### src/rtl/fetch_queue.sv
// Instruction-fetch front end: owns the fetch PC, issues sequential requests to a
// 1-cycle-latency instruction memory and buffers returned instructions for decode.
module fetch_queue #(
    parameter int               XLEN     = 32,
    parameter int               DEPTH    = 4,
    parameter logic [XLEN-1:0]  RESET_PC = '0
) (
    input  logic                        clk,
    input  logic                        rst,
    input  logic                        trigger,
    input  logic                        redirect_valid,
    input  logic [XLEN-1:0]             redirect_pc,
    output logic                        imem_req,
    output logic [XLEN-1:0]             imem_addr,
    input  logic [31:0]                 imem_rdata,
    output logic                        instr_valid,
    input  logic                        instr_ready,
    output logic [31:0]                 instr_out,
    output logic [XLEN-1:0]             instr_pc,
    output logic [XLEN-1:0]             instr_pc_plus4,
    output logic [$clog2(DEPTH):0]      count
);

    localparam int AW = $clog2(DEPTH);
    localparam int CW = AW + 1;

    logic [XLEN-1:0] r_fetch_pc;
    logic            r_inflight;
    logic [XLEN-1:0] r_inflight_pc;
    logic [31:0]     r_fifo_instr [DEPTH];
    logic [XLEN-1:0] r_fifo_pc    [DEPTH];
    logic [AW-1:0]   r_rd_ptr;
    logic [AW-1:0]   r_wr_ptr;
    logic [CW-1:0]   r_count;

    logic [CW:0]     w_used;
    logic            w_req;
    logic            w_push;
    logic            w_pop;
    logic            w_valid;
    logic [XLEN-1:0] w_head_pc;

    // Credit counts the outstanding response but ignores this cycle's pop, so
    // instr_ready never reaches imem_req combinationally.
    assign w_used  = {1'b0, r_count} + (CW+1)'(r_inflight);
    assign w_req   = rst & trigger & ~redirect_valid & (w_used < (CW+1)'(DEPTH));
    assign w_push  = r_inflight & ~redirect_valid;
    assign w_valid = (r_count != '0);
    assign w_pop   = w_valid & instr_ready;
    assign w_head_pc = r_fifo_pc[r_rd_ptr];

    assign imem_req       = w_req;
    assign imem_addr      = r_fetch_pc;
    assign instr_valid    = w_valid;
    assign instr_out      = w_valid ? r_fifo_instr[r_rd_ptr] : '0;
    assign instr_pc       = w_valid ? w_head_pc : '0;
    assign instr_pc_plus4 = w_valid ? (w_head_pc + XLEN'(4)) : '0;
    assign count          = r_count;

    always_ff @(posedge clk) begin
        if (!rst) begin
            r_fetch_pc    <= RESET_PC;
            r_inflight    <= 1'b0;
            r_inflight_pc <= '0;
            r_rd_ptr      <= '0;
            r_wr_ptr      <= '0;
            r_count       <= '0;
        end else if (redirect_valid) begin
            r_fetch_pc    <= redirect_pc & ~XLEN'(3);
            r_inflight    <= 1'b0;
            r_rd_ptr      <= '0;
            r_wr_ptr      <= '0;
            r_count       <= '0;
        end else begin
            r_inflight <= w_req;
            if (w_req) begin
                r_fetch_pc    <= r_fetch_pc + XLEN'(4);
                r_inflight_pc <= r_fetch_pc;
            end
            if (w_push) begin
                r_wr_ptr <= r_wr_ptr + AW'(1);
            end
            if (w_pop) begin
                r_rd_ptr <= r_rd_ptr + AW'(1);
            end
            case ({w_push, w_pop})
                2'b10:   r_count <= r_count + CW'(1);
                2'b01:   r_count <= r_count - CW'(1);
                default: r_count <= r_count;
            endcase
        end
    end

    // Storage needs no reset: contents are only visible while count is non-zero.
    always_ff @(posedge clk) begin
        if (rst && w_push) begin
            r_fifo_instr[r_wr_ptr] <= imem_rdata;
            r_fifo_pc[r_wr_ptr]    <= r_inflight_pc;
        end
    end

endmodule

### config.mk
export PLATFORM = sky130hd
export DESIGN_NAME = fetch_queue
export DESIGN_NICKNAME = d
export VERILOG_FILES = /design/src/rtl/fetch_queue.sv
export SDC_FILE = /design/constraint.sdc
export NUM_CORES = 1
export LEC_CHECK = 0
export BUFFER_PORTS_ARGS = -buffer_cell sky130_fd_sc_hd__buf_2
export CAP_MARGIN = 0
export CORE_UTILIZATION = 55
export DETAILED_ROUTE_END_ITERATION = 8
export GPL_ROUTABILITY_DRIVEN = 0
export PLACE_DENSITY = 0.75
export REMOVE_ABC_BUFFERS = 1
export SLEW_MARGIN = 20
export SYNTH_ARGS = -nofsm -noshare
export SYNTH_HDL_FRONTEND = slang
export SYNTH_SLANG_ARGS = --single-unit
### constraint.sdc
create_clock -name clk -period 9.1 [get_ports clk]
set_clock_uncertainty 0.05 [all_clocks]
set_input_delay 1.82 -clock clk [delete_from_list [all_inputs] [get_ports clk]]
set_output_delay 1.82 -clock clk [all_outputs]
set_load 0.01 [all_outputs]
==> key figures <==
Timing
  – Final setup viols: 0
  – RSZ-0062 raised after global routing: no
  – Max Freq: 166.0 MHz
  – Setup slack after layout: 3.077 ns
  – Final TNS setup: 0 ns
  – Endpoints failing hold: 0
  – Final min period: 6.023 ns
  – Slew @ Worst Pin: 0.9318 ns
  – Hold slack: 0.4414 ns
  – Fin. max-slew vios: 0
  – Max-Slew Margin vs Limit: 37.88%
  – Final period util: 66.18%

Route
  – Initial DRC count: 548
  – Drt drc: 0
  – ANT nets after route: 0
  – WL final: 27.40 mm
  – WL/cell: 18.65 µm
  – Avg Vias per Cell: 5.655
  – Initial DRT Pass Iterations: 5
  – Routed via count: 8,307

Floorplanning
  – Initial Util: 56.63%
  – Die X: 158.4 µm
  – Core area: 23,750 µm²
  – Die Height: 158.4 µm
  – Site Rows: 56
  – Ports: 202
  – Die ar.: 25,080 µm²

Clock tree
  – Worst-path clk slew: 0.06 ns
  – CTS Buf Count: 31
  – CTS tree: yes
  – Longest Clk Path Bufs: 3
  – Cts repair resizes: 0
  – # clock sinks: 318
  – H-tree levels: 1
  – Post-CTS Setup Bufs: 0
  – Hold-fix buffers at CTS: 0
  – Root buf cell: clkbuf_16
  – Clk_lat worst skew: 0.55 ns

Power and ir drop
  – Int Pwr: 2.344 mW
  – Peak VDD IR: 0.1308 mV
  – Sw frac: 20.05%
  – Power share of the clock group: 42.7%
  – Leakage: 5.594 nW
  – Psw: 587.7 µW
  – Part of the power in registers: 54.2%
  – P per Cell Area: 187.6 nW/µm²
  – Combinational fraction of design power: 3.1%

Job
  – Max-cap viol count: 0

Critical path
  – Worst Path Max Fanout: 32
  – Crit-path cells: buf_4 -> mux4_2 -> ha_1 -> nand2_1 -> nor2_1 -> nand4_1 -> mux2_1 -> buf_2
  – R2R Path Start: r_inflight
  – R2R depth: 8
  – Critical path capture point type: output pin
  – Worst path max stage delay: 0.75 ns
  – Worst path slowest cell: dfxtp_4
  – Worst Setup Path Type: reg2out
  – Flop-to-flop setup slack: 6.24 ns
  – CP Launch Type: flop
  – Critical Path RT: 7.23 ns
  – FF-to-FF End: imem_addr[23]
  – Worst Path Arrival: 4.15 ns

Logic synthesis
  – Syn avg cell area: 14.28 µm²
  – Yosys reg bits: 318
  – Synth unique cells: 61
  – Asr flop ratio synth: 0%
  – Main synth FF type: edfxtp_1
  – Post-synth EDFFs: 248
  – Post-synthesis sequential area ratio: 65.79%
  – Post-Synthesis Cell Area: 13,450 µm²
  – Ys Warns: 0
  – Synth Instances: 942

Cells and area
  – Nets: 1,202
  – Filler cells: 1,702
  – Layout cells sized above 1: 28.26%
  – Area grow syn2layout: 16.20%
  – Finished Cell Area: 15,630 µm²
  – Antenna Cells: 0
  – Finished Layout Cells: 1,469

Hold path
  – Worst Hold End: r_inflight_pc[30]
  – Hold depth: 2
  – Hold Crit Start: imem_addr[30]
  – Worst Hold Class: reg2reg

Place
  – Port Buffers: 193
  – Cell area after placement: 14,620 µm²
  – Dpl hpwl: 17.23 mm
  – Dpl cells: 1,411
  – Worst slack at placement: 3.549 ns

Global route
  – Largest net degree at the start of global routing: 64
  – First-pass GRT wire length: 42.35 mm
  – GR Util All Layers: 22.05%
  – Initial antenna violation count: 0
  – Congestion Overflow GR: 0
  – Vias in the first global route: 7,944

Outcome
  – Status: finished, final reports clean
-- cells in the mapped netlist, types with 3 or more instances --
| library cell | count | area (µm²) |
|---|---|---|
| buf_1 | 3 | 11.26 |
| xnor2_1 | 9 | 78.83 |
| nand2_1 | 98 | 367.9 |
| clkbuf_1 | 34 | 127.6 |
| a21oi_1 | 60 | 300.3 |
| and2_1 | 64 | 400.4 |
| mux4_2 | 54 | 1216 |
| xor2_1 | 17 | 148.9 |
| nand3_1 | 24 | 120.1 |
| buf_4 | 7 | 52.55 |
| mux2_1 | 7 | 78.83 |
| o21ai_0 | 21 | 105.1 |
| ha_1 | 7 | 87.58 |
| inv_1 | 15 | 56.30 |
| o21a_1 | 5 | 37.54 |
| o22ai_1 | 3 | 18.77 |
| nand4_1 | 15 | 93.84 |
| nor2_1 | 63 | 236.5 |
| edfxtp_1 | 248 | 7447 |
| mux2i_1 | 5 | 50.05 |
| buf_2 | 9 | 45.04 |
| a31oi_1 | 5 | 31.28 |
| a221oi_1 | 6 | 52.55 |
| or3_1 | 8 | 50.05 |
| mux4_1 | 7 | 183.9 |
| nor4_1 | 7 | 43.79 |
| buf_6 | 3 | 33.78 |
| and3_1 | 13 | 81.33 |
| nand2b_1 | 4 | 25.02 |
| nor3_1 | 14 | 70.07 |
| dfxtp_1 | 70 | 1401 |
-- worst max path at each step --
| stage | endpoint |
|---|---|
| finish | instr_pc_plus4[26] |
| global placement | imem_req |
| floorplan | instr_pc_plus4[26] |
| global route | instr_pc_plus4[20] |
| detailed placement | instr_pc_plus4[26] |
| CTS | instr_pc_plus4[26] |
-- final cells by class --
type	count	area, µm²	share of cell area (%)
Sequential cell	318	8853	56.64
Multi-Input combinational cell	555	4264	27.28
Timing Repair Buffer	204	1049	6.708
Clock buffer	36	794.5	5.083
Tap cell	319	399.1	2.554
Clock inverter	22	214.0	1.369
Inverter	15	56.30	0.3602
-- critical path: cells and delay by family, from the launching register on --
kind | cells | cell delay (ns)
adder cells (fa/ha/maj) | 1 | 0.26
multiplexers | 2 | 0.78
AND/OR/NAND/NOR | 3 | 1.02
flip-flops | 1 | 0.75
buffers and inverters | 2 | 0.77
-- per-layer routing --
metal / global-route usage, % / share of wire, % / up-vias
met5: 0 / 0 / -
met4: 5.220 / 1.7 / 0
met3: 4.573 / 7.2 / 32
met2: 36.07 / 47 / 269
met1: 30.43 / 44 / 4086
li1: - / - / 3920
-- placed cells by master, fill, tap and decap left out, drive strengths merged, types with 27 or more instances in the layout --
cell,netlist,routed
and2,64,64
clkbuf,35,36
mux4,61,61
nand3,27,27
edfxtp,248,248
buf,24,204
dfxtp,70,70
nor2,64,64
a21oi,60,60
nand2,98,98
-- state kept, by name, indices dropped and copies added (netlist names), named ones only --
register       flops
r_fifo_pc        120
r_rd_ptr           2
imem_addr         30
r_wr_ptr           2
r_inflight_pc     30
r_fifo_instr     128
r_inflight         1
count              3
-- power groups by stage --
stage          clock network, mW  logic, mW  registers [mW]
3_5_place_dp                   0     0.0913            1.62
5_1_grt                     1.34      0.102            1.59
6_report                    1.25     0.0917            1.59
3_3_place_gp                   0     0.0893            1.62
4_1_cts                     1.28     0.0918            1.59
2_1_floorplan                  0     0.0415            1.62
-- stage by stage --
| stage | utilization (%) | power [mW] |
|---|---|---|
| after global routing | 65.80 | 3.028 |
| after detailed placement | 61.56 | 1.710 |
| after CTS | 65.80 | 2.956 |
| after floorplan | - | 1.659 |
| after global placement | 61.56 | 1.707 |
| final | 65.80 | 2.932 |
-- cells by family (layout without fill, tap and decap cells) --
family          Yosys count  count (layout)  synth area share (%)
xor+xnor                 26              26                 1.693
other cells               1               6               0.02788
fa+ha+maj                 8               8                0.8000
buf+inv                  74             277                 2.725
flops                   318             318                 65.79
simple gates            327             327                 12.52
mux                      75              75                 11.53
compound gates          113             113                 4.912
(Power assumes the default switching activity.)
